<file path="src/rtl/clock_mode_ctrl_pkg.sv">
// Shared constants for the clock front-end: mode encodings, vButton bit
// indices and the helpers that step the mode and gate the button strobes.
package clock_mode_ctrl_pkg;

    // clk_mode encodings, shared with clock_top and the settime/setdate/alarm blocks
    typedef enum logic [1:0] {
        MODE_NORMAL    = 2'd0,
        MODE_SET_TIME  = 2'd1,
        MODE_SET_ALARM = 2'd2,
        MODE_SET_DATE  = 2'd3
    } clk_mode_e;

    // vButton / pButton bit indices
    localparam int BTN_UNITS = 0;
    localparam int BTN_TENS  = 1;
    localparam int BTN_B3    = 2;
    localparam int BTN_AMPM  = 3;
    localparam int NUM_BTN   = 4;

    // Mode key steps NORMAL -> SET_TIME -> SET_ALARM -> SET_DATE -> NORMAL
    function automatic clk_mode_e next_mode(input clk_mode_e m);
        clk_mode_e n;
        case (m)
            MODE_NORMAL:    n = MODE_SET_TIME;
            MODE_SET_TIME:  n = MODE_SET_ALARM;
            MODE_SET_ALARM: n = MODE_SET_DATE;
            default:        n = MODE_NORMAL;
        endcase
        return n;
    endfunction

    // Which button strobes are forwarded in a given mode. Digit keys work in
    // every set mode; am/pm only makes sense for time and alarm.
    function automatic logic [NUM_BTN-1:0] gate_mask(input clk_mode_e m);
        logic [NUM_BTN-1:0] g;
        g = '0;
        if (m != MODE_NORMAL) begin
            g[BTN_UNITS] = 1'b1;
            g[BTN_TENS]  = 1'b1;
            g[BTN_B3]    = 1'b1;
        end
        if (m == MODE_SET_TIME || m == MODE_SET_ALARM) begin
            g[BTN_AMPM] = 1'b1;
        end
        return g;
    endfunction

endpackage

</file>
<file path="src/rtl/btn_debounce.sv">
// One raw key: 2-FF synchroniser, counter debounce, registered press strobe.
// The level flips after the synced input has differed from it for
// DEB_CYCLES consecutive mclk; rise pulses for one cycle on a 0->1 flip.
module btn_debounce #(
    parameter int DEB_CYCLES = 4,
    parameter int CW         = 32
) (
    input  logic mclk,
    input  logic rst,
    input  logic din,
    output logic level,
    output logic rise
);

    logic          sync1_q, sync1_d;
    logic          sync2_q, sync2_d;
    logic          level_q, level_d;
    logic          rise_q,  rise_d;
    logic [CW-1:0] cnt_q,   cnt_d;

    // Synchronise, count consecutive disagreeing cycles, flip level at the limit
    always_comb begin
        sync1_d = din;
        sync2_d = sync1_q;
        level_d = level_q;
        rise_d  = 1'b0;
        cnt_d   = '0;
        if (sync2_q != level_q) begin
            if (cnt_q >= CW'(DEB_CYCLES - 1)) begin
                level_d = sync2_q;
                rise_d  = sync2_q;
            end else begin
                cnt_d = cnt_q + 1'b1;
            end
        end
    end

    // State registers, cleared to "released" on reset
    always_ff @(posedge mclk or negedge rst) begin
        if (!rst) begin
            sync1_q <= 1'b0;
            sync2_q <= 1'b0;
            level_q <= 1'b0;
            rise_q  <= 1'b0;
            cnt_q   <= '0;
        end else begin
            sync1_q <= sync1_d;
            sync2_q <= sync2_d;
            level_q <= level_d;
            rise_q  <= rise_d;
            cnt_q   <= cnt_d;
        end
    end

    assign level = level_q;
    assign rise  = rise_q;

endmodule

</file>
<file path="src/rtl/clock_mode_ctrl.sv">
// Front-end controller for clock_top: debounces the four buttons and the
// mode key, steps clk_mode on mode presses, gates button strobes by mode and
// drops back to NORMAL after an idle timeout.
//
//   state          | meaning
//   MODE_NORMAL    | running clock, button strobes dropped, idle counter held at 0
//   MODE_SET_TIME  | editing time, all four buttons forwarded
//   MODE_SET_ALARM | editing alarm, all four buttons forwarded
//   MODE_SET_DATE  | editing date, am/pm button dropped
module clock_mode_ctrl
    import clock_mode_ctrl_pkg::*;
#(
    parameter int DEB_CYCLES     = 4,
    parameter int TIMEOUT_CYCLES = 64,
    parameter int CW             = 32
) (
    input  logic               mclk,
    input  logic               rst,
    input  logic [NUM_BTN-1:0] pButton,
    input  logic               pMode,
    output logic [1:0]         clk_mode,
    output logic [NUM_BTN-1:0] vButton,
    output logic               edit_active,
    output logic               timeout
);

    // Both cycle counts must fit in the CW-bit counters (parameters are int,
    // so any CW of 31 or more is always wide enough).
    localparam bit CW_OK = (CW >= 31) ||
                           ((DEB_CYCLES < (1 << CW)) && (TIMEOUT_CYCLES < (1 << CW)));

    logic [NUM_BTN-1:0] btn_rise;
    logic               mode_rise;
    // Debounced levels are available for hold detection but not consumed here
    logic [NUM_BTN:0]   level_unused;

    clk_mode_e          mode_q, mode_d;
    logic               edit_q, edit_d;
    logic [NUM_BTN-1:0] vbtn_q, vbtn_d;
    logic               tmo_q,  tmo_d;
    logic [CW-1:0]      tcnt_q, tcnt_d;

    for (genvar i = 0; i < NUM_BTN; i++) begin : g_btn
        btn_debounce #(
            .DEB_CYCLES (DEB_CYCLES),
            .CW         (CW)
        ) u_deb (
            .mclk  (mclk),
            .rst   (rst),
            .din   (pButton[i]),
            .level (level_unused[i]),
            .rise  (btn_rise[i])
        );
    end

    btn_debounce #(
        .DEB_CYCLES (DEB_CYCLES),
        .CW         (CW)
    ) u_deb_mode (
        .mclk  (mclk),
        .rst   (rst),
        .din   (pMode),
        .level (level_unused[NUM_BTN]),
        .rise  (mode_rise)
    );

    // Next mode, gated strobes and idle counter; a mode press beats button
    // presses and any press beats the timeout expiry in the same cycle
    always_comb begin
        mode_d = mode_q;
        vbtn_d = '0;
        tmo_d  = 1'b0;
        tcnt_d = tcnt_q;
        if (mode_rise) begin
            mode_d = next_mode(mode_q);
            tcnt_d = '0;
        end else begin
            vbtn_d = btn_rise & gate_mask(mode_q);
            if (mode_q == MODE_NORMAL) begin
                tcnt_d = '0;
            end else if (|btn_rise) begin
                tcnt_d = '0;
            end else if (tcnt_q >= CW'(TIMEOUT_CYCLES - 1)) begin
                mode_d = MODE_NORMAL;
                tmo_d  = 1'b1;
                tcnt_d = '0;
            end else begin
                tcnt_d = tcnt_q + 1'b1;
            end
        end
        edit_d = (mode_d != MODE_NORMAL);
    end

    // Mode, strobe and counter registers
    always_ff @(posedge mclk or negedge rst) begin
        if (!rst) begin
            mode_q <= MODE_NORMAL;
            edit_q <= 1'b0;
            vbtn_q <= '0;
            tmo_q  <= 1'b0;
            tcnt_q <= '0;
        end else begin
            mode_q <= mode_d;
            edit_q <= edit_d;
            vbtn_q <= vbtn_d;
            tmo_q  <= tmo_d;
            tcnt_q <= tcnt_d;
        end
    end

    // Flags a counter width too narrow for the chosen cycle counts
    always @(posedge mclk) begin
        assert (CW_OK);
    end

    assign clk_mode    = mode_q;
    assign vButton     = vbtn_q;
    assign edit_active = edit_q;
    assign timeout     = tmo_q;

endmodule

</file>
<file path="config.mk">
export PLATFORM = sky130hd
export DESIGN_NAME = clock_mode_ctrl
export DESIGN_NICKNAME = d
export VERILOG_FILES = /design/src/rtl/clock_mode_ctrl_pkg.sv /design/src/rtl/btn_debounce.sv /design/src/rtl/clock_mode_ctrl.sv
export SDC_FILE = /design/constraint.sdc
export NUM_CORES = 1
export LEC_CHECK = 0
export CAP_MARGIN = 40
export CORE_MARGIN = 2
export CORE_UTILIZATION = 45
export DETAILED_ROUTE_END_ITERATION = 7
export HOLD_SLACK_MARGIN = 0.03
export PLACE_DENSITY_LB_ADDON = 0.3
export SKIP_LAST_GASP = 1
export SLEW_MARGIN = 20
export SYNTH_ARGS = -nofsm -noshare
export SYNTH_HDL_FRONTEND = slang
export SYNTH_HIERARCHICAL = 1
export SYNTH_SLANG_ARGS = --single-unit
</file>
<file path="constraint.sdc">
create_clock -name mclk -period 2.2 [get_ports mclk]
set_clock_uncertainty 0.1 [all_clocks]
set_input_delay 0.44 -clock mclk [delete_from_list [all_inputs] [get_ports mclk]]
set_output_delay 0.44 -clock mclk [all_outputs]
set_load 0.01 [all_outputs]
</file>
# Word-level counts from Yosys, hierarchy flattened
# Index checks and enable logic that the tools add are counted.
[op_classes] addsub=6 order_cmp=6 eq_ne=7 mux=38 n_bitwise=1 n_reduce_logical=10
[op_table] operator="$mux 32" count=14
[op_table] operator="$add 32x1->32 const B" count=6
[op_table] operator="$ge 32x2->1 const B" count=5
[op_table] operator="$ge 32x6->1 const B" count=1
[op_table] operator="$mux 1" count=16
[op_table] operator="$reduce_and 2->1" count=5
[op_table] operator="$mux 2" count=4
[op_table] operator="$mux 3" count=2
[op_table] operator="$pmux 2 s3" count=1
[op_table] operator="$ne 1x1->1" count=5
[op_table] operator="$and 4x4->4" count=1
[op_table] operator="$mux 4" count=1
[op_table] operator="$reduce_bool 2->1" count=2
[op_table] operator="$reduce_or 4->1" count=1
[op_table] operator="$eq 2x1->1 const B" count=1
[op_table] operator="$eq 2x2->1 const B" count=1
[op_table] operator="$logic_not 2->1" count=1
[op_table] operator="$logic_or 1x1->1" count=1
[totals] ff_bits=220 out_inout_bits=8 wordCells=98

# Logic depth before layout (Yosys ltp)
# Gate-level depths: netlist of the first run.
[logic_depth] depth_word=6 depth_mapped=6 ltp_nobuf=6

# By module
# Netlist of the first run, hierarchy kept.
[modules_own_cells] mod="btn_debounce" n_inst=5 cells_per_inst=54 area_each_um2=1027.2 seq_area_each_um2=900.9
[modules_own_cells] mod="clock_mode_ctrl" n_inst=1 cells_per_inst=91 area_each_um2=1357.6 seq_area_each_um2=1001.0

# Least setup slack after synthesis of the first run
# No wires, ideal clock.
[synth_path] kind="flip-flop to flip-flop" startpoint="register g_btn[0].u_deb.cnt_q[0]" endpoint="register g_btn[0].u_deb.level_q" setup_time_ns=0.128 t_arrival_ns=1.318 required_time_ns=1.972 path_slack_ns=0.654 path_stages_with_launch=6 path_buffers=0 synth_period_minus_slack_ns=1.546 path_cell_list="dfrtp_1 > ha_1 > nor4_1 > nand4_1 > nor2_2 > mux2_1"
[synth_via] elab_chain_len=2
[synth_lines] element="start, declared" line_no="btn_debounce.sv:19" rtl="logic [CW-1:0] cnt_q, cnt_d;"
[synth_lines] element="start signal, assigned" line_no="btn_debounce.sv:51" rtl="cnt_q <= cnt_d;"
[synth_lines] element="$ge 32x2->1" line_no="btn_debounce.sv:29" rtl="if (cnt_q >= CW'(DEB_CYCLES - 1)) begin"
[synth_lines] element="$reduce_and 2->1 (no line)"
[synth_lines] element="end signal, assigned" line_no="btn_debounce.sv:49" rtl="level_q <= level_d;"
[synth_lines] element="end, declared" line_no="btn_debounce.sv:17" rtl="logic level_q, level_d;"
# No other way between the ends.
# A chain may end at the register's enable or synchronous reset.

# Worst setup path in the final report of the first run
[layout_path] startpoint="register mode_q[1], in the netlist clk_mode[1]" endpoint="output port clk_mode[1]"
[layout_rtl] element="start, declared" line_no="clock_mode_ctrl.sv:37" rtl="clk_mode_e mode_q, mode_d;"
[layout_rtl] element="start signal, assigned" line_no="clock_mode_ctrl.sv:103" rtl="mode_q <= mode_d;"
[layout_rtl] element="end, declared" line_no="clock_mode_ctrl.sv:21" rtl="output logic [1:0] clk_mode,"
# No word-level cell between the ends.

==> results of run 1 <==
-- worst paths after layout --
kind                                            end                     from
hold reg to reg              g_btn[2].u_deb/sync2_q   g_btn[2].u_deb/sync1_q
setup reg to reg               g_btn[3].u_deb/level  g_btn[3].u_deb/cnt_q[0]
setup / recovery                        clk_mode[1]              clk_mode[1]
hold / removal               g_btn[2].u_deb/sync2_q   g_btn[2].u_deb/sync1_q
max in group asynchronous    g_btn[2].u_deb/sync2_q                      rst
min in group asynchronous  g_btn[3].u_deb/cnt_q[14]                      rst
-- through the flow --
stage | util [%] | setup slack [ns] | instance area [sq um] | std cells
after floorplan | - | 0.654 | 7130 | 531
after global placement | 54.2 | 0.568 | 7580 | 730
after detailed placement | 54.2 | 0.476 | 7580 | 730
after CTS | 59.2 | 0.212 | 8280 | 767
after global routing | 59.2 | 0.168 | 8280 | 767
final | 59.2 | 0.237 | 8280 | 767
-- routing by layer --
layer | up-vias | track usage (%) | wire length (um)
li1 | 1511 | - | -
met1 | 1537 | 14.5 | 3150
met2 | 33 | 20.2 | 4120
met3 | 13 | 2.84 | 310
met4 | 0 | 4.85 | 171
met5 | - | 0 | 0
-- flip-flops by register name (all words and copies together) (netlist names), 2 cells and up --
register / flops
clk_mode: 2
vButton: 4
g_btn.u_deb/rise: 4
g_btn.u_deb/sync1_q: 4
tcnt_q: 32
g_btn.u_deb/level: 4
u_deb_mode/cnt_q: 32
g_btn.u_deb/sync2_q: 4
g_btn.u_deb/cnt_q: 128
-- synth_stat cells, drive strengths merged --
master	count	area, sq um
inv	3	11.3
nor2	15	68.8
and3	8	50.1
conb	6	22.5
nor3	5	25.0
nor4b	5	43.8
xor2	6	52.6
a31oi	2	27.5
ha	8	100
mux2	5	56.3
o31ai	4	45.1
nor3b	5	37.5
xnor2	3	26.3
nand3	2	15.0
buf	1	5.00
dfrtp	220	5510
and2	4	25.0
nand4	11	75.1
nor4	42	269
nand2	3	11.3
nand2b	1	6.26
and4	1	10.0
o21ai	1	5.00
-- power by group --
part,internal (uW),switching (uW),total [uW]
sequential,4270,83.3,4350
combinational,182,244,426
clock,2140,1310,3460
total,6590,1640,8240
-- cell usage in the layout, fill, tap and decap left out --
cell	instances
a31oi_1	1
a31oi_4	1
and2_1	4
and3_1	8
and4_2	1
buf_12	3
buf_4	3
bufinv_16	1
clkbuf_1	5
clkbuf_16	21
clkbuf_8	9
clkdlybuf4s50_1	13
conb_1	176
dfrtp_1	220
dlygate4sd3_1	1
ha_1	8
inv_1	3
inv_6	1
mux2_1	5
nand2_1	3
nand2b_1	1
nand3_1	1
nand3_2	1
nand4_1	10
nand4_2	1
nor2_1	10
nor2_2	5
nor3_1	5
nor3b_1	5
nor4_1	41
nor4_2	1
nor4b_1	5
o21ai_0	1
o31ai_1	1
o31ai_2	3
xnor2_1	3
xor2_1	6
-- layout make-up --
type / count / area share (%)
Sequential cell: 220 / 66.5
Clock buffer: 34 / 7.90
Inverter: 3 / 0.136
Timing Repair Buffer: 21 / 2.86
Clock inverter: 2 / 0.468
Multi-Input combinational cell: 307 / 19.4
Tap cell: 180 / 2.72
-- logic make-up (layout without fill, tap and decap cells) --
family | count (synthesis) | in the layout | synth area share, %
fa+ha+maj | 8 | 8 | 1.54
compound gates | 7 | 7 | 1.19
buf+inv | 4 | 60 | 0.250
flops | 220 | 220 | 84.8
xor+xnor | 9 | 9 | 1.21
simple gates | 102 | 102 | 9.81
mux | 5 | 5 | 0.867
other cells | 6 | 176 | 0.347
-- what timing repair did --
action                                 4_1_cts  5_1_grt
setup endpoints to repair                    0        0
endpoints found under the hold margin       54        0
hold buffers                                 1        0
==> summary.txt, run 1 <==
Worst setup path
  • R2R depth: 5
  • Kind of critical path: flop to primary output
  • WP data arrival: 1.42 ns
  • Crit path largest cell delay: approximately 0.56 ns
  • CP delay by family, top: buffers and inverters
  • Worst-path cell chain: clkdlybuf4s50_1
  • Buf+Inv Stages, Crit Path: 1
  • Worst Path Required: about 1.7 ns
  • Reg2reg setup slack: around 0.5 ns
  • CP endpoint kind: primary output
  • Slowest stage cell, crit path: clkdlybuf4s50_1
  • Critical path launch point type: flop
  • Crit path max fanout: 4
  • Worst path depth: 1

Power and ir drop
  • Pwr/cell area: 994 nW/um^2
  • Pleak: between 0.003 and 0.004 uW
  • Total power: slightly above 8000 uW
  • Max IR drop VDD: roughly 0.00054 V

Timing
  • Fin crit share: between 80% and 90%
  • Final hold violation count: 0
  • Setup violations, final: 0
  • Hold Worst Slack: between 0.2 and 0.25 ns
  • Fin. max-slew vios: 0
  • Highest clock rate: between 0.5 and 0.6 GHz
  • RSZ-0062 raised after global routing: false
  • Post-layout minimum cycle time: around 2.0 ns
  • Total negative slack: 0 ns

Clock network
  • # resized after CTS: 0
  • CTS tree: yes
  • Reg clk slew, reported paths: around 0.060 ns
  • Total CTS buffers: 21
  • Clock sink total: 220
  • Longest Clk Path Bufs: 3
  • Clock Latency Late Sink: about 0.47 ns
  • CTS root buf: clkbuf_16
  • Postcts setup bufs: 0
  • Htree depth: 1

Layout
  • Antenna cell count: 0
  • Multi-input gate area: 1610 sq um
  • Nets: roughly 600
  • Filler instances: 1,071
  • Layout cell share with drive strength beyond 1: 8.69%
  • FF/Latch Area: roughly 5500 sq um
  • Area growth syn-to-layout: 27.5%

Floorplan
  • Row count: 43
  • DIE WIDTH: about 120 um
  • Overall die height: about 120 um
  • Core footprint: between 10,000 and 15,000 sq um
  • Initial Util: 46.4%
  • Boundary pin count: 15
  • Die area: 15,400 sq um

Detailed routing
  • Wirelength per Cell: between 10 and 15 um
  • Vias: slightly above 3k
  • Initial DRC Count: 128
  • DRT Pass-1 Iters: 4
  • Vias per Instance: 4.03
  • Routed Wire Length: 7.75 mm
  • Antenna Nets Post-Route: 0
  • DRC: 0

Flow run
  • Total of max-cap violations: 0

Placement
  • Port Buf Inserts: 14
  • GPL Wtd Cong: roughly 0.7
  • Final HPWL DP: approximately 5 mm

Synthesis
  • #FFs+latches synth: 220
  • Yosys cell types: 29
  • Register area share after synthesis: a little over four fifths
  • Mapped cell area: around 6500 sq um
  • Post-Syn Area per Cell: between 15 and 20 sq um
  • Warnings from Yosys: 6
  • Gate Count Post-Synth: approximately 360

Worst hold path
  • Min-Delay Path Class: flop to flop
  • Worst Hold Depth: 0

Global routing
  • First-pass GRT wire length: 14.3 mm
  • Total GRT Usage: a little under an eighth
  • Initial antenna violation count: 0
  • Vias in the first global route: ~3.3k
  • Remaining Overflow, GRT: 0
  • Largest net degree at the start of global routing: just over 60

Outcome
  • Status: complete, no violations
No activity file was read; power rests on OpenSTA's default activity.
==> inputs of run 2 (changes only) <==
--- a/config.mk
+++ b/config.mk
@@ -5,7 +5,7 @@
 export SDC_FILE = /design/constraint.sdc
 export NUM_CORES = 1
 export LEC_CHECK = 0
-export CAP_MARGIN = 40
+export CORE_ASPECT_RATIO = 0.6
 export CORE_MARGIN = 2
 export CORE_UTILIZATION = 45
 export DETAILED_ROUTE_END_ITERATION = 7
@@ -17,3 +17,4 @@
 export SYNTH_HDL_FRONTEND = slang
 export SYNTH_HIERARCHICAL = 1
 export SYNTH_SLANG_ARGS = --single-unit
+export TNS_END_PERCENT = 5
==> summary.txt, run 2 (synthesized netlist as in run 1, its figures left out) <==
Outcome
  • Status: complete, no violations

Clock network
  • CTS root buf: clkbuf_16
  • Reg clk slew, reported paths: about 0.06 ns
  • Total CTS buffers: 20
  • Postcts setup bufs: 0
  • Longest Clk Path Bufs: 3
  • Clock sink total: 220
  • CTS tree: yes
  • Htree depth: 1
  • # resized after CTS: 0
  • Clock Latency Late Sink: around 0.48 ns
  • CTS Hold Buffers Added: 1

Layout
  • Area growth syn-to-layout: 26.8%
  • Largest Register: g_btn.u_deb/cnt_q
  • Nets: around 590
  • Commonest non-fill, non-tap cell in the layout: dfrtp_1
  • Commonest non-fill, non-tap cells in the layout: dfrtp_1, conb_1, nor4_1
  • Biggest regs: g_btn.u_deb/cnt_q x128, tcnt_q x32, u_deb_mode/cnt_q x32
  • Final Non-Filler Cells: 774
  • Flip-flop count of the largest register after layout: ~130
  • Design area: between 8000 and 9000 sq um
  • Antenna cell count: 0
  • Layout cell share with drive strength beyond 1: 7.90%
  • Filler instances: 1,122

Floorplan
  • Overall die height: ~97 um
  • Core footprint: between 10,000 and 15,000 sq um
  • Initial Util: a little under half
  • DIE WIDTH: 159 um
  • Boundary pin count: 15
  • Row count: 33
  • Die area: between 15,000 and 20,000 sq um

Timing
  • Final worst slack: around 0.24 ns
  • RSZ-0062 raised after global routing: false
  • Post-layout minimum cycle time: about 2 ns
  • Final hold violation count: 0
  • Fin crit share: 89.0%
  • Setup violations, final: 0
  • Total negative slack: 0 ns
  • Fin. max-slew vios: 0
  • Highest clock rate: 0.511 GHz

Worst hold path
  • Hold Crit Endpoint: g_btn[0].u_deb/sync2_q
  • Worst Hold Depth: 0
  • Hold Crit Start: g_btn[0].u_deb/sync1_q
  • Min-Delay Path Class: flop to flop

Power and ir drop
  • Psw: between 1500 and 2000 uW
  • Int Pwr: about 6500 uW
  • Pwr/cell area: 999 nW/um^2
  • Sw Share: a little over 20%
  • Power share of the sequential group: a little over half
  • Combinational fraction of design power: under 10%
  • Max IR drop VDD: just under 0.0005 V
  • Pleak: just under 0.004 uW
  • Clk pwr share: a little over two fifths

Global routing
  • First-pass GRT wire length: about 15 mm
  • Vias in the first global route: 3,260
  • Largest net degree at the start of global routing: around 60
  • Initial antenna violation count: 0
  • Total GRT Usage: around an eighth
  • Remaining Overflow, GRT: 0

Placement
  • Dpl ws: between 0.4 and 0.5 ns
  • Port Buf Inserts: 14
  • GPL Wtd Cong: ~0.69
  • Placed Area: about 7600 sq um
  • Placed cells: 741
  • Final HPWL DP: approximately 5.7 mm

Worst setup path
  • R2r endpoint: g_btn[2].u_deb/level
  • Worst-path cell chain: clkdlybuf4s50_1
  • Worst r2r src: g_btn[2].u_deb/cnt_q[0]
  • Kind of critical path: flop to primary output
  • Buf+Inv Stages, Crit Path: 1
  • Crit path max fanout: 4
  • CP endpoint kind: primary output
  • WP data arrival: ~1.4 ns
  • Worst Path Required: roughly 1.7 ns
  • Critical path launch point type: flop
  • R2R depth: 5
  • Reg2reg setup slack: approximately 0.41 ns
  • Slowest stage cell, crit path: clkdlybuf4s50_1
  • CP delay by family, top: buffers and inverters
  • Crit path largest cell delay: roughly 0.55 ns

Flow run
  • Total of max-cap violations: 0

Detailed routing
  • Vias: 3,110
  • Antenna Nets Post-Route: 0
  • Wirelength per Cell: about 11 um
  • DRC: 0
  • Routed Wire Length: between 8 and 9 mm
  • Initial DRC Count: 86
  • DRT Pass-1 Iters: 4
  • Vias per Instance: 4.02
[run 2: cell count changes in the layout (fill, tap and decap cells not counted)]
cell / delta
inv_6: -1
clkbuf_8: -8
buf_12: -1
clkinv_2: +3
bufinv_16: +2
[run 2: power groups by stage]
stage                     combinational, uW  sequential [uW]  clock (uW)
after global placement                  421             4420           0
after global routing                    503             4370        3730
final                                   434             4350        3440
after floorplan                         191             4430           0
after CTS                               436             4360        3560
after detailed placement                432             4430           0
[run 2: cell type report]
| type | count | area (sq um) | share of cell area [%] |
|---|---|---|---|
| multi-input cells | 307 | 1610 | 19.6 |
| inverters | 3 | 11.3 | 0.137 |
| clock buffers | 26 | 544 | 6.61 |
| well taps | 192 | 240 | 2.92 |
| repair buffers | 20 | 216 | 2.63 |
| flip-flops and latches | 220 | 5510 | 66.9 |
| clock inverters | 6 | 105 | 1.28 |
[run 2: how the worst max path moves through the flow]
stage | startpoint | end | cells after the start | slack, ns
finish | clk_mode[1] | clk_mode[1] | 1 | 0.24
floorplan | g_btn[0].u_deb/cnt_q[0] | g_btn[0].u_deb/level | 5 | 0.65
global placement | g_btn[3].u_deb/cnt_q[29] | g_btn[3].u_deb/level | 4 | 0.54
CTS | clk_mode[1] | clk_mode[1] | 1 | 0.21
global route | clk_mode[1] | clk_mode[1] | 1 | 0.17
detailed placement | g_btn[2].u_deb/cnt_q[0] | g_btn[2].u_deb/level | 5 | 0.43
[run 2: per-stage QoR]
stage / util (%) / power, uW / hold WS, ns
2_1_floorplan: - / 4620 / 0.0444
3_3_place_gp: 54.6 / 4840 / 0.233
3_5_place_dp: 54.6 / 4860 / 0.236
4_1_cts: 59.3 / 8360 / 0.250
5_1_grt: 59.3 / 8600 / 0.254
6_report: 59.3 / 8220 / 0.250
[run 2: routing by layer]
layer	up-vias	track usage [%]	routed length (um)
li1	1505	-	-
met1	1548	17.1	3950
met2	34	19.6	4100
met3	23	3.76	358
met4	0	4.48	239
met5	-	0	0
==> inputs of run 3 (changes only) <==
--- a/config.mk
+++ b/config.mk
@@ -5,12 +5,14 @@
 export SDC_FILE = /design/constraint.sdc
 export NUM_CORES = 1
 export LEC_CHECK = 0
+export CAP_MARGIN = 25
 export CORE_ASPECT_RATIO = 0.6
 export CORE_MARGIN = 2
 export CORE_UTILIZATION = 45
 export DETAILED_ROUTE_END_ITERATION = 7
 export HOLD_SLACK_MARGIN = 0.03
 export PLACE_DENSITY_LB_ADDON = 0.3
+export SKIP_CTS_REPAIR_TIMING = 1
 export SKIP_LAST_GASP = 1
 export SLEW_MARGIN = 20
 export SYNTH_ARGS = -nofsm -noshare
==> summary.txt, run 3 (synthesized netlist as in run 1, its figures left out) <==
Outcome
  • Status: complete, no violations

Worst setup path
  • Kind of critical path: flop to primary output
  • Crit path max fanout: 4
  • Buf+Inv Stages, Crit Path: 1
  • Slowest stage cell, crit path: clkdlybuf4s50_1
  • Worst Path Required: between 1.5 and 2 ns
  • Critical path launch point type: flop
  • CP endpoint kind: primary output
  • Crit path largest cell delay: about 0.55 ns
  • CP delay by family, top: buffers and inverters
  • WP data arrival: 1.42 ns
  • Worst-path cell chain: clkdlybuf4s50_1

Global routing
  • Largest net degree at the start of global routing: 61
  • Initial antenna violation count: 0
  • Total GRT Usage: between 10% and 20%
  • Vias in the first global route: around 3.3k
  • First-pass GRT wire length: around 15 mm
  • Remaining Overflow, GRT: 0

Floorplan
  • Initial Util: between 40% and 50%
  • Die area: between 15,000 and 20,000 sq um
  • Boundary pin count: 15
  • Overall die height: around 97 um
  • Core footprint: roughly 14,000 sq um
  • DIE WIDTH: about 160 um
  • Row count: 33

Detailed routing
  • Antenna Nets Post-Route: 0
  • WL met3: between 300 and 400 um
  • DRC: 0
  • Vias: about 3.1k
  • Wirelength per Cell: between 10 and 15 um
  • M1 wire length: 3.96 mm
  • Routed Wire Length: 8.66 mm
  • Vias per Instance: roughly 4
  • Met2 Wirelength: about 4 mm
  • Max layer used: met4
  • Initial DRC Count: 86
  • DRT Pass-1 Iters: 4

Layout
  • Final Non-Filler Cells: slightly below 800
  • Commonest non-fill, non-tap cells in the layout: dfrtp_1, conb_1, nor4_1
  • Flip-flop count of the largest register after layout: 128
  • Nets: about 590
  • Area growth syn-to-layout: 26.8%
  • Largest Register: g_btn.u_deb/cnt_q
  • Final core utilization: 59.3%
  • Layout cell share with drive strength beyond 1: slightly below 8%
  • Biggest regs: g_btn.u_deb/cnt_q x128, tcnt_q x32, u_deb_mode/cnt_q x32
  • Commonest non-fill, non-tap cell in the layout: dfrtp_1
  • Antenna cell count: 0
  • Design area: around 8200 sq um

Power and ir drop
  • Power share of the sequential group: roughly 53%
  • Psw: roughly 1700 uW
  • Int Pwr: roughly 6500 uW
  • Max IR drop VDD: about 0.00050 V
  • Clk pwr share: about two fifths
  • Sw Share: about a fifth
  • Combinational fraction of design power: between 5 and 6%
  • Pleak: 0.00390 uW
  • Pwr/cell area: ~1000 nW/um^2

Clock network
  • Longest Clk Path Bufs: 3
  • Clock Latency Late Sink: around 0.48 ns
  • Total CTS buffers: 20
  • CTS root buf: clkbuf_16
  • Htree depth: 1
  • CTS tree: yes
  • Reg clk slew, reported paths: roughly 0.060 ns
  • Clock sink total: 220

Timing
  • Fin. max-slew vios: 0
  • RSZ-0062 raised after global routing: false
  • Highest clock rate: 0.511 GHz
  • Post-layout minimum cycle time: about 2.0 ns
  • Fin crit share: between 80% and 90%
  • Setup violations, final: 0
  • Total negative slack: 0 ns
  • Final hold violation count: 0

Worst hold path
  • Min-Delay Path Class: flop to flop

Placement
  • GPL Wtd Cong: about 0.69
  • Port Buf Inserts: 14
  • Final HPWL DP: between 5 and 6 mm
  • Placed Area: ~7600 sq um
  • Placed cells: approximately 740

Flow run
  • Total of max-cap violations: 0
[run 3: routing by layer]
metal / vias up / track usage [%]
met1: 1548 / 17.1
li1: 1505 / -
met4: 0 / 4.48
met5: - / 0
met2: 34 / 19.5
met3: 23 / 3.76
[run 3: final cells by class]
cell class / count / area (sq um)
fillers: 1122 / 5640
flip-flops and latches: 220 / 5510
multi-input cells: 307 / 1610
clock buffers: 26 / 544
well taps: 192 / 240
repair buffers: 20 / 216
clock inverters: 6 / 105
inverters: 3 / 11.3
[run 3: path summary, 6_finish.rpt]
| path | start | endpoint | slack (ns) | cells past startpoint |
|---|---|---|---|---|
| worst min register to register | g_btn[0].u_deb/sync1_q | g_btn[0].u_deb/sync2_q | 0.25 | 0 |
| max in group asynchronous | rst | g_btn[1].u_deb/sync1_q | 0.93 | 3 |
| min in group asynchronous | rst | u_deb_mode/cnt_q[8] | 0.40 | 2 |
| worst max-delay path | clk_mode[1] | clk_mode[1] | 0.24 | 1 |
| worst max register to register | g_btn[2].u_deb/cnt_q[0] | g_btn[2].u_deb/level | 0.41 | 5 |
| worst min-delay path | g_btn[0].u_deb/sync1_q | g_btn[0].u_deb/sync2_q | 0.25 | 0 |
[run 3: power groups by stage]
stage                     sequential, uW  clock (uW)  combinational (uW)
after global routing                4370        3730                 503
after detailed placement            4430           0                 432
after floorplan                     4430           0                 191
final                               4350        3440                 434
after CTS                           4360        3560                 435
after global placement              4420           0                 421
[run 3: worst register-to-register path, stage by stage (launching register included)]
cell and delay, ns:
dfrtp_1 0.38, ha_1 0.21, nor4_1 0.26, nand4_1 0.20, nor2_2 0.18, mux2_1 0.33
[run 3: metrics by stage]
step / hold WS [ns] / total power, uW / worst slack (ns)
after detailed placement: 0.236 / 4860 / 0.434
after global placement: 0.233 / 4840 / 0.536
final: 0.250 / 8220 / 0.243
after CTS: -0.171 / 8350 / 0.214
after floorplan: 0.0444 / 4620 / 0.654
after global routing: 0.254 / 8600 / 0.172
==> RTL change 1 (config.mk and constraints of run 3) <==
`CW` is set to 32 in 2 places; all go to 31.
--- a/src/rtl/btn_debounce.sv
+++ b/src/rtl/btn_debounce.sv
@@ -5,3 +5,3 @@
     parameter int DEB_CYCLES = 4,
-    parameter int CW         = 32
+    parameter int CW         = 31
 ) (
--- a/src/rtl/clock_mode_ctrl.sv
+++ b/src/rtl/clock_mode_ctrl.sv
@@ -14,3 +14,3 @@
     parameter int TIMEOUT_CYCLES = 64,
-    parameter int CW             = 32
+    parameter int CW             = 31
 ) (
Function: same outputs for any inputs over 10 cycles, from zero or initial values and one cycle with rst low; that may be too few to reach the edited logic, so the function may still have changed.
==> RTL change 1 against run 3 <==
  * Critical path depth stayed put
  * Global-route usage is 0.11 points higher
  * Area after synthesis is 0.67% lower
  * Worst setup slack worse by 0.032 ns
  * Wire length is 0.24% higher
  * Sequential cell count is 6 lower
  * Power hardly changed
  * Synthesized cell count is 2.2% lower
  * Final area stayed put
  * Combinational power is 2% higher
  * Largest cell class unchanged
  * Largest power group unchanged
==> RTL change 1: results (changes against run 3) <==
| Metric | Value |
|---|---|
| Pleak | 3.83 nW (-1.8%) |
| Number of global-route vias before repair | 3,356 (+3.1%) |
| Max IR drop VDD | 0.628 mV (+27%) |
| Critical Path AT | 1.45 ns (+0.03 ns) |
| Synth area leaders | dfrtp_1, nor4_2, nor4_1 |
| Placed insts | 728 (-1.8%) |
| Commonest cells post-synth | dfrtp_1, nor4_1, nor4_2 |
| Wire length per cell after detailed routing | 11.3 um (+1.4%) |
| Placement Setup Slack | 0.413 ns (-0.0216 ns) |
| Fill count | 1,075 (-4.2%) |
| Clock tree buffer depth | 3 (unchanged) |
| Distinct cells, synth | 28 (-3.4%) |
| Critical path's largest stage delay | 0.57 ns (+0.02 ns) |
| Largest regs | g_btn.u_deb/cnt_q: 124 flops, tcnt_q: 31 flops, u_deb_mode/cnt_q: 31 flops |
| Tot GR Track Use | 0.127 (+0.00110) |
| Share of cells above drive strength 1 | 0.115 (+0.0361) |
| Fin nets | 574 (-2.2%) |
| Initial DRC Count | 138 (+60%) |
| Sequential area share after synthesis | 0.830 (-0.0175) |
| Setup violations, final | 0 (unchanged) |
| Post-Layout Cell Count | 765 (-1.2%) |
| Post-DP HPWL | 5530 um (-2.3%) |
| Synthesized area per cell | 18.3 um^2 (+1.6%) |
| First-pass GRT wire length | 15,300 um (+0.50%) |
| Status | complete, no violations |
| DR vias/cell | 4.05 (+0.79%) |
| GPL Wtd Cong | 0.740 (+6.6%) |
-- RTL change 1: cell count changes in the layout (fill, tap and decap cells not counted), moves of 3 or more --
cell,run 3,this run
o31ai_2,3,0
nor4_2,1,20
conb_1,176,170
clkbuf_8,1,7
nor4_1,41,21
dfrtp_1,220,214
nor3_1,5,8
nor2_1,10,5
a211oi_1,0,5
-- RTL change 1: final cells by class --
cell class,count,area share
multi-input combinational,300,0.206
tap,192,0.0292
timing repair buffer,20,0.0278
clock buffer,31,0.0757
sequential,214,0.650
clock inverter,5,0.00912
inverter,3,0.00137
-- RTL change 1: cell families after synthesis --
logic type,after synthesis,synth area share
and+or+nand+nor,98,0.116
adders and majority gates,8,0.0155
DFF,214,0.830
other,6,0.00349
xor gates and xnor gates,8,0.0109
buffers and inverters,3,0.00175
muxes,6,0.0103
AOI/OAI and AO/OA,10,0.0120
-- RTL change 1: report_power, final --
part | switching (W) | total (W) | internal, W
Sequential | 0.0000954 | 0.00425 | 0.00415
Combinational | 0.000259 | 0.000441 | 0.000183
Clock | 0.00134 | 0.00352 | 0.00218
Total | 0.00170 | 0.00821 | 0.00652
-- RTL change 1: stage by stage --
step | cell area (um^2) | util | hold slack [ns] | total power, W
finish | 8230 | 0.595 | 0.251 | 0.00821
global route | 8230 | 0.595 | 0.255 | 0.00858
CTS | 8220 | 0.594 | -0.157 | 0.00832
detailed placement | 7520 | 0.544 | 0.236 | 0.00477
global placement | 7520 | 0.544 | 0.236 | 0.00474
floorplan | 7070 | - | 0.0444 | 0.00451
-- RTL change 1: routing by layer --
metal	global-route usage	share of wire	vias up
met5	0	0	-
met4	0.0326	0.021	0
met3	0.0341	0.039	17
met2	0.204	0.48	32
met1	0.173	0.46	1562
li1	-	-	1487
-- RTL change 1: final timing paths --
check,start,to,slack (ns),cells past startpoint
setup / recovery,clk_mode[1],clk_mode[1],0.21,1
hold / removal,g_btn[1].u_deb/sync1_q,g_btn[1].u_deb/sync2_q,0.25,0
setup reg to reg,g_btn[1].u_deb/cnt_q[0],g_btn[1].u_deb/level,0.40,5
hold reg to reg,g_btn[1].u_deb/sync1_q,g_btn[1].u_deb/sync2_q,0.25,0
max in group asynchronous,rst,u_deb_mode/cnt_q[14],0.94,3
min in group asynchronous,rst,g_btn[1].u_deb/cnt_q[23],0.42,2
==> RTL change 2 (flow settings as in run 3) <==
Without the edit above. Register the input `pButton` before use, cleared by the reset. The logic sees it one clock later. The other inputs are not delayed to match.
--- a/src/rtl/clock_mode_ctrl.sv
+++ b/src/rtl/clock_mode_ctrl.sv
@@ -31,2 +31,12 @@
 
+    logic [NUM_BTN-1:0] pButton_q;
+
+    always_ff @(posedge mclk or negedge rst) begin
+        if (!rst) begin
+            pButton_q <= '0;
+        end else begin
+            pButton_q <= pButton;
+        end
+    end
+
     logic [NUM_BTN-1:0] btn_rise;
@@ -49,3 +59,3 @@
             .rst   (rst),
-            .din   (pButton[i]),
+            .din   (pButton_q[i]),
             .level (level_unused[i]),
Check against the original RTL: not equivalent (Yosys sat finds a counterexample within 10 cycles, from zero or initial values and one cycle with rst low).
==> RTL change 2 against run 3 <==
  * Die area grew 1.5%
  * Sequential cell count up 4
  * Worst setup slack lost 0.020 ns
  * Final area up 1.2%
  * Power shrank 1.2%
  * Area after synthesis is 1.5% higher
  * Clock power decreased by 6.1%
  * Wire length rose by 3.3%
  * Count of clock-buffer cells in the layout increased by 4
==> RTL change 2: results (changes against run 3) <==
| Metric | Value |
|---|---|
| Clock tree buffer depth | 3 (unchanged) |
| Initial DRC Count | 163 (+90%) |
| Num CTS Buffers | 20 (unchanged) |
| Largest regs | g_btn.u_deb/cnt_q: 128 flops, tcnt_q: 32 flops, u_deb_mode/cnt_q: 32 flops |
| Commonest cells post-synth | dfrtp_1, nor4_1, nand4_1, nor2_1 |
| First-pass GRT wire length | 15,800 um (+3.5%) |
| Placed insts | 751 (+1.3%) |
| Number of global-route vias before repair | 3,450 (+6.0%) |
| GPL Wtd Cong | 0.703 (+1.3%) |
| Slowest-stage cell, CP | clkdlybuf4s50_1 |
| Worst-path maximum fanout | 4 (unchanged) |
| Vias | 3,156 (+1.5%) |
| Tot GR Track Use | 0.127 (+0.00148) |
| Register-to-register setup slack | 0.41 ns (about the same) |
| Synthesized area per cell | 18.1 um^2 (+0.43%) |
| CTS HTree Levels | 1 (unchanged) |
| Fill count | 1,105 (-1.5%) |
| Status | complete, no violations |
| Pin count of the biggest net entering global routing | 72 (+18%) |
| DR vias/cell | 4.02 (about the same) |
| Switching share of power | 0.211 (+0.00547) |
| Synth area leaders | dfrtp_1, nor4_1, ha_1 |
| Post-DP HPWL | 5810 um (+2.5%) |
| Worst-Skew Late Latency | 0.48 ns (about the same) |
| Max IR drop VDD | 0.444 mV (-11%) |
| Fin nets | 591 (+0.68%) |
| Critical R2R Capture | g_btn[0].u_deb/level |
| Pleak | 3.94 nW (+1.1%) |
| Sequential area share after synthesis | 0.850 (+0.00231) |
| Wire length per cell after detailed routing | 11.4 um (+1.9%) |
| WHS Endpoint | u_deb_mode/sync2_q |
| Distinct cells, synth | 29 (unchanged) |
| Critical Path AT | 1.44 ns (+0.02 ns) |
| HP Start | u_deb_mode/sync1_q |
| Worst reg2reg startpoint | g_btn[0].u_deb/cnt_q[0] |
| Share of cells above drive strength 1 | 0.0801 (+0.00103) |
==> RTL change 2: changes by cell type in the layout (fill, tap and decap cells not counted), sizes merged <==
cell and change:
bufinv -3, clkbuf +4, dfrtp +4
==> RTL change 2: cell families (layout without fill, tap and decap cells) <==
logic type,after synthesis,count (layout),share of synthesized area
AOI/OAI and AO/OA,7,7,0.0118
DFF,224,224,0.850
buffers and inverters,4,56,0.00247
xor gates and xnor gates,9,9,0.0120
muxes,5,5,0.00854
other,6,176,0.00342
and+or+nand+nor,102,102,0.0966
adders and majority gates,8,8,0.0152
==> RTL change 2: power by group through the flow <==
stage / registers (W) / clock network (W) / logic (W)
2_1_floorplan: 0.00451 / 0 / 0.000199
3_3_place_gp: 0.00450 / 0 / 0.000443
3_5_place_dp: 0.00452 / 0 / 0.000457
4_1_cts: 0.00444 / 0.00333 / 0.000460
5_1_grt: 0.00446 / 0.00352 / 0.000527
6_report: 0.00444 / 0.00323 / 0.000462
==> RTL change 2: worst max-delay path by stage <==
stage | from | endpoint | cells past startpoint
final | clk_mode[1] | clk_mode[1] | 1
after global routing | clk_mode[1] | clk_mode[1] | 1
after CTS | clk_mode[1] | clk_mode[1] | 1
after detailed placement | g_btn[0].u_deb/cnt_q[0] | g_btn[0].u_deb/level | 5
after global placement | g_btn[2].u_deb/cnt_q[30] | g_btn[2].u_deb/level | 4
after floorplan | g_btn[0].u_deb/cnt_q[0] | g_btn[0].u_deb/level | 5
==> RTL change 2: area by class of cell <==
type	instances	area share
inverters	3	0.00135
clock buffers	30	0.0719
well taps	198	0.0297
multi-input cells	307	0.193
flip-flops and latches	224	0.673
clock inverters	3	0.00180
repair buffers	20	0.0290
==> RTL change 2: per-layer routing <==
metal  track usage  up-vias  wire length, um
li1              -     1517                -
met1         0.170     1593             4050
met5             0        -                0
met4        0.0353        0              198
met3        0.0365       13              378
met2         0.208       33             4320
==> RTL change 2: through the flow <==
step	util	hold slack [ns]	setup WS [ns]	instance area [um^2]	total power [W]
after floorplan	-	0.0444	0.654	7230	0.00471
after global placement	0.534	0.236	0.511	7710	0.00494
after detailed placement	0.534	0.238	0.427	7710	0.00497
after CTS	0.577	-0.118	0.196	8320	0.00823
after global routing	0.578	0.259	0.162	8330	0.00851
final	0.578	0.249	0.223	8330	0.00812
